--- src/rtl/board_pkg.sv ---
// Board-level timing constants shared by the input-conditioning blocks.
package board_pkg;

  localparam int unsigned CLK_FREQ_HZ     = 100000000;
  localparam int unsigned DEBOUNCE_MS     = 10;
  localparam int unsigned DEBOUNCE_CYCLES = CLK_FREQ_HZ / 1000 * DEBOUNCE_MS;

endpackage : board_pkg

--- src/rtl/sw_debounce_chan.sv ---
// One switch channel: 2-FF synchroniser, stability counter, clean level and edge flags.
module sw_debounce_chan #(
  parameter int unsigned STABLE_CYCLES = 8
) (
  input  logic clk,
  input  logic rst_n,
  input  logic sw_raw,
  output logic sw_clean,
  output logic sw_rise,
  output logic sw_fall
);

  localparam int unsigned CNT_W = $clog2(STABLE_CYCLES + 1);
  localparam logic [CNT_W-1:0] CNT_TC  = CNT_W'(STABLE_CYCLES - 1);
  localparam logic [CNT_W-1:0] CNT_ONE = CNT_W'(1);

  logic             sync_q1, sync_q1_d;
  logic             sync_q2, sync_q2_d;
  logic [CNT_W-1:0] cnt_q, cnt_d;
  logic             clean_q, clean_d;
  logic             rise_q, rise_d;
  logic             fall_q, fall_d;

  always_comb begin
    sync_q1_d = sw_raw;
    sync_q2_d = sync_q1;
    cnt_d     = '0;
    clean_d   = clean_q;
    rise_d    = 1'b0;
    fall_d    = 1'b0;
    // Any agreement with the clean level restarts the count, so bounce never accumulates.
    if (sync_q2 != clean_q) begin
      if (cnt_q == CNT_TC) begin
        clean_d = sync_q2;
        rise_d  = sync_q2;
        fall_d  = ~sync_q2;
      end else begin
        cnt_d = cnt_q + CNT_ONE;
      end
    end
  end

  always_ff @(posedge clk or negedge rst_n) begin
    if (!rst_n) begin
      sync_q1 <= 1'b0;
      sync_q2 <= 1'b0;
      cnt_q   <= '0;
      clean_q <= 1'b0;
      rise_q  <= 1'b0;
      fall_q  <= 1'b0;
    end else begin
      sync_q1 <= sync_q1_d;
      sync_q2 <= sync_q2_d;
      cnt_q   <= cnt_d;
      clean_q <= clean_d;
      rise_q  <= rise_d;
      fall_q  <= fall_d;
    end
  end

  assign sw_clean = clean_q;
  assign sw_rise  = rise_q;
  assign sw_fall  = fall_q;

endmodule : sw_debounce_chan

--- src/rtl/sw_debounce.sv ---
// Slide-switch conditioner: WIDTH independent debounce channels with clean levels and edge pulses.
module sw_debounce
  import board_pkg::*;
#(
  parameter int unsigned WIDTH         = 4,
  parameter int unsigned STABLE_CYCLES = DEBOUNCE_CYCLES
) (
  input  logic             clk,
  input  logic             rst_n,
  input  logic [WIDTH-1:0] sw_raw,
  output logic [WIDTH-1:0] sw_clean,
  output logic [WIDTH-1:0] sw_rise,
  output logic [WIDTH-1:0] sw_fall
);

  for (genvar i = 0; i < WIDTH; i++) begin : g_chan
    sw_debounce_chan #(
      .STABLE_CYCLES(STABLE_CYCLES)
    ) u_chan (
      .clk     (clk),
      .rst_n   (rst_n),
      .sw_raw  (sw_raw[i]),
      .sw_clean(sw_clean[i]),
      .sw_rise (sw_rise[i]),
      .sw_fall (sw_fall[i])
    );
  end

endmodule : sw_debounce

--- config.mk ---
export PLATFORM = sky130hd
export DESIGN_NAME = sw_debounce
export DESIGN_NICKNAME = d
export VERILOG_FILES = /design/src/rtl/board_pkg.sv /design/src/rtl/sw_debounce_chan.sv /design/src/rtl/sw_debounce.sv
export SDC_FILE = /design/constraint.sdc
export NUM_CORES = 1
export LEC_CHECK = 0
export CAP_MARGIN = 5
export CORE_AREA = 2 2 120 122
export CTS_CLUSTER_SIZE = 20
export DETAILED_ROUTE_END_ITERATION = 12
export DIE_AREA = 0 0 122 124
export PLACE_DENSITY = 0.5
export SETUP_SLACK_MARGIN = 0.5
export SYNTH_ARGS = -nofsm -noshare
export SYNTH_HDL_FRONTEND = slang
export SYNTH_SLANG_ARGS = --single-unit
--- constraint.sdc ---
create_clock -name clk -period 3.3 [get_ports clk]
set_input_delay 0.99 -clock clk [delete_from_list [all_inputs] [get_ports clk]]
set_output_delay 0.99 -clock clk [all_outputs]
set_load 0.01 [all_outputs]
After elaboration in Yosys (flattened, before gate mapping)
Index checks and enable logic that the tools add are counted.
Operators by class
  add/sub/neg operators: 4
  multipliers: 0
  divide/modulo/power cells: 0
  magnitude comparators: 0
  eq/ne operators: 8
  shifts and indexed selects: 0
  mux-type cells: 24
  bitwise gates (word level): 4
  reduce and logical (&&, ||, !) cells: 4
Operator list (count)
  20-bit two-way mux: 8
  20-bit by 1-bit adder with 20-bit output, second input constant: 4
  20-bit equality test, second input constant: 4
  1-bit two-way mux: 16
  2-bit AND reduction: 4
  1-bit != test: 4
  1-bit NOT: 4
Word-level totals
  register bits after elaboration: 100
  latch bits: 0
  memory bits (writable): 0
  memory bits (read-only): 0
  bits of input ports: 6
  word-level logic and storage cells: 68
  memories kept: 0

Longest topological paths before layout
  word-level depth: 3
  gate-level depth with buffers: 7
  depth with buffers taken out: 5

Cells and area by module
From an unflattened synthesis, not the netlist that was laid out.
Unflattened totals
  cell total of the unflattened synthesis: 464
  area total of the unflattened synthesis: 4694.5 sq um
By module, submodules not included
  sw_debounce_chan: instances 4, cells each 116, area an instance 1173.6 sq um, sequential area each 625.6 sq um

Least setup slack after synthesis
Ideal clock, no wire load.
  kind: flip-flop to flip-flop
  start point: register g_chan[0].u_chan.cnt_q[6]
  end point: register g_chan[0].u_chan.clean_q
  arrival: 1.961 ns
  setup slack: 1.213 ns
  stages on the path, launching flop included: 5
  buffers on the path: 0
  clock period less this slack: 2.087 ns
  cells stage by stage: dfrtp_1 or4b_1 or4_4 or2_4 mux2_4
Between the ends
  longest elaborated chain between the ends: 2
Ends and longest elaborated chain
  from (decl): line sw_debounce_chan.sv:19  | logic [CNT_W-1:0] cnt_q, cnt_d;
  from (signal assigned): line sw_debounce_chan.sv:54  | cnt_q <= cnt_d;
  20-bit equality test: line sw_debounce_chan.sv:33  | if (cnt_q == CNT_TC) begin
  2-bit AND reduction (no line)
  to (signal assigned): line sw_debounce_chan.sv:55  | clean_q <= clean_d;
  to (decl): line sw_debounce_chan.sv:20  | logic clean_q, clean_d;
No other way between the ends.
A chain may end at the register's enable or synchronous reset.

Worst setup path after layout
  start point: register g_chan[0].u_chan.cnt_q[6]
  end point: register g_chan[0].u_chan.cnt_q[6]
Between the ends
  longest elaborated chain between the ends: 3
  elaborated cells between the ends (all ways): 4
Ends and longest elaborated chain
  20-bit by 1-bit adder with 20-bit output or 20-bit equality test (tied branches): line sw_debounce_chan.sv:38, sw_debounce_chan.sv:33
  20-bit two-way mux *: line sw_debounce_chan.sv:33
  20-bit two-way mux *: line sw_debounce_chan.sv:32  | if (sync_q2 != clean_q) begin
  named net g_chan[0].u_chan.cnt_d[6]: line sw_debounce_chan.sv:19
Mark *: on every way through the listed nets, which the timed path passes. The rest lies on a longest branch.

==> metrics.md <==
| Metric | Value |
|---|---|
| Outcome | complete, no violations |
| Initial Util | 34.69% |
| Synth Cell Area | 0.004760 mm2 |
| CTS max path bufs | 2 |
| Hold WC Path Type | reg2reg |
| Post-synth EDFFs | 0 |
| Critical Path Sink | g_chan[0].u_chan.cnt_q[6]$_DFF_PN0_ |
| Hpwl dp | 5851 um |
| Clk sinks | 100 |
| Cell taking the most area after synthesis | dfrtp_1 |
| Worst Hold Slack | 349.1 ps |
| Worst setup path start | g_chan[0].u_chan.cnt_q[6]$_DFF_PN0_ |
| Worst Skew | 8.891 ps |
| Met3 GRT Util | 2.335% |
| Yosys reg bits | 100 |
| TritonCTS clock tree | built |
| First-pass GRT wire length | 15590 um |
| Core box area | 0.01372 mm2 |
| Synth top area share | 52.58% |
| Worst skew pair latency | 350 ps |
| GR Layer Usage met2 | 20.15% |
| Distinct cells, synth | 47 |
| Crit path max fanout | 19 |
| Synth warn | 0 |
| Period utilization | 71.99% |
| Vias per inst | 5.011 |
| Fill count | 1344 |
| Syn_area_per_cell | 10.15 um2 |
| Reg-to-Reg End | g_chan[0].u_chan.cnt_q[6]$_DFF_PN0_ |
| All-layer global routing usage | 13.09% |
| Drt drc | 0 |
| # Post-CTS Setup Buffers | 0 |
| Largest net degree at the start of global routing | 63 |
| Final hold violations | 0 |
| Root buffer cell | clkbuf_16 |
| Top post-synthesis cells by count | dfrtp_1 (100), nor2_1 (71), xnor2_1 (38) |
| Total grt overflow | 0 |
| FP Rows | 43 |
| Area of the die | 0.01513 mm2 |
| Worst R2R Setup Slack | 920 ps |
| R2R Path Start | g_chan[0].u_chan.cnt_q[6]$_DFF_PN0_ |
| H-tree depth | 3 |
| CTS clk-pin slew, worst paths | 70 ps |
| R2r worst-path depth | 4 |
| CTS Buf Count | 9 |
| Post-route minimum period | 2376 ps |
| Unrepaired setup endpoints after global routing | no |
| CP Capture Type | register |
| Global routing usage on met1 | 17.67% |
| I/O pin total | 18 |
| Avg WL per Cell | 13.13 um |
| Type of origin of the critical path | register |
| Drt first pass iters | 4 |
| Routed WL | 8746 um |
| Final TNS setup | 0 ps |
| Max-cap violations | 0 |
| Drt initial violations | 216 |
| PortBufs | 17 |
| Critical Path RT | 3500 ps |
| Sequential element share of the synthesized area | 52.58% |
| Vias in the first global route | 3221 |
| Layout cell share with drive strength beyond 1 | 6.584% |
| Detail Route Antenna Nets | 0 |
| Static leakage | 2.131 nW |
| Post-Syn Nets | 479 |
| Hold_buf cts | 0 |
| Worst Max-Slew Pin Slew | 793.8 ps |
| Leading post-synthesis cells by cell area | dfrtp_1 (53%), xnor2_1 (7.0%), nor2_1 (5.6%), xor2_1 (3.3%), nand3_1 (3.3%) |
| GP Congestion | 0.8087 |
| WP data arrival | 2570 ps |
| Pwr dens | 463.6 mW/mm2 |
| Slew Viols, Final | 0 |
| GR peak layer | met2 |
| Register area | 0.002502 mm2 |
| Count leader, synth | dfrtp_1 |
| Async set-reset flop share out of synthesis | 100.0% |
| Die Height | 124 um |
| Ys flop type | dfrtp_1 |
| Placed Cells incl. Taps | 650 |
| Footprint of the multi-input gates | 0.002086 mm2 |
| Initial antenna violation count | 0 |
| Vias | 3337 |
| Peak VDD IR | 237.3 uV |
| Final nets | 491 |
| Critical path type | reg2reg |
| Antenna cells | 0 |
| Worst slew margin | 47.08% |
| Cell Count, Final, Fillers Out | 666 |
| FMAX | 420.9 MHz |
| Die X | 122 um |
| Area grow syn2layout | 13.49% |
| Post_cts resized | 0 |
| Final setup fails | 0 |
| Synthesized instance count | 469 |
worst max-delay path: stages (launching register included):
cell and delay [ps]:
dfrtp_1 430, or4b_1 530, or4_4 530, o21ai_2 610
nor2_1 120
sequential cells by signal, summed over array words and instances, names as in the netlist:
register / flops
g_chan.u_chan.sync_q1: 4
g_chan.u_chan.sw_rise: 4
g_chan.u_chan.sw_clean: 4
g_chan.u_chan.cnt_q: 80
g_chan.u_chan.sync_q2: 4
g_chan.u_chan.sw_fall: 4
metrics by stage:
| stage | setup slack (ps) | util (%) | cell area [um2] | power [mW] |
|---|---|---|---|---|
| floorplan | 1214 | - | 4760 | 1.312 |
| global placement | 943.5 | 36.92 | 5065 | 1.357 |
| detailed placement | 882.3 | 36.92 | 5065 | 1.360 |
| CTS | 868.8 | 39.37 | 5401 | 2.553 |
| global route | 772.4 | 39.37 | 5401 | 2.610 |
| finish | 924.2 | 39.37 | 5401 | 2.504 |
metal layers:
layer | wire [um] | vias to the layer above | share of wire, %
met4 | 198 | 0 | 2.3
met3 | 220 | 12 | 2.5
li1 | - | 1674 | -
met2 | 4040 | 32 | 46
met5 | 0 | - | 0
met1 | 4286 | 1619 | 49
how the worst min path moves through the flow:
stage                                             startpoint                            endpoint  slack [ps]  cells after the start
final                     g_chan[3].u_chan.sync_q1$_DFF_PN0_  g_chan[3].u_chan.sync_q2$_DFF_PN0_         350                      0
after global routing      g_chan[2].u_chan.sync_q1$_DFF_PN0_  g_chan[2].u_chan.sync_q2$_DFF_PN0_         360                      0
after CTS                 g_chan[3].u_chan.sync_q1$_DFF_PN0_  g_chan[3].u_chan.sync_q2$_DFF_PN0_         350                      0
after detailed placement  g_chan[3].u_chan.sync_q1$_DFF_PN0_  g_chan[3].u_chan.sync_q2$_DFF_PN0_         330                      0
after global placement    g_chan[2].u_chan.sync_q1$_DFF_PN0_  g_chan[2].u_chan.sync_q2$_DFF_PN0_         330                      0
after floorplan           g_chan[0].u_chan.sync_q1$_DFF_PN0_  g_chan[0].u_chan.sync_q2$_DFF_PN0_         330                      0
report_power, final:
| group | switching (mW) | internal (mW) |
|---|---|---|
| Sequential | 0.0167 | 1.24 |
| Clock | 0.448 | 0.724 |
| Combinational | 0.0491 | 0.0246 |
cells in the final DEF (no fill, tap or decap), drive strengths merged, types with 4 or more instances in the layout:
cell / n
or4: 10
or3: 10
o21ai: 12
nor3: 11
and3: 13
ha: 4
nor4: 16
inv: 11
mux2: 4
nor2: 71
clkdlybuf4s50: 16
nor3b: 8
xor2: 18
dfrtp: 100
nand4: 22
nand2: 22
o31ai: 6
buf: 5
and2: 4
a21oi: 17
clkbuf: 12
nand3: 31
xnor2: 38
logic make-up after synthesis:
family | after synthesis | synth area share (%)
adder cells (fa/ha/maj) | 4 | 1.052
multiplexers | 5 | 1.235
AO/OA/AOI/OAI | 42 | 5.521
XOR/XNOR | 56 | 10.30
AND/OR/NAND/NOR | 231 | 25.71
flip-flops | 100 | 52.58
buffers and inverters | 31 | 3.602
final cells by class:
cell class                 count  area share, %
clock buffer                  12          4.934
clock inverter                 4          1.297
inverter                      11         0.7644
timing repair buffer          21          3.892
sequential                   100          46.33
tap                          180          4.170
multi-input combinational    338          38.61
No activity file was read; power rests on OpenSTA's default activity.
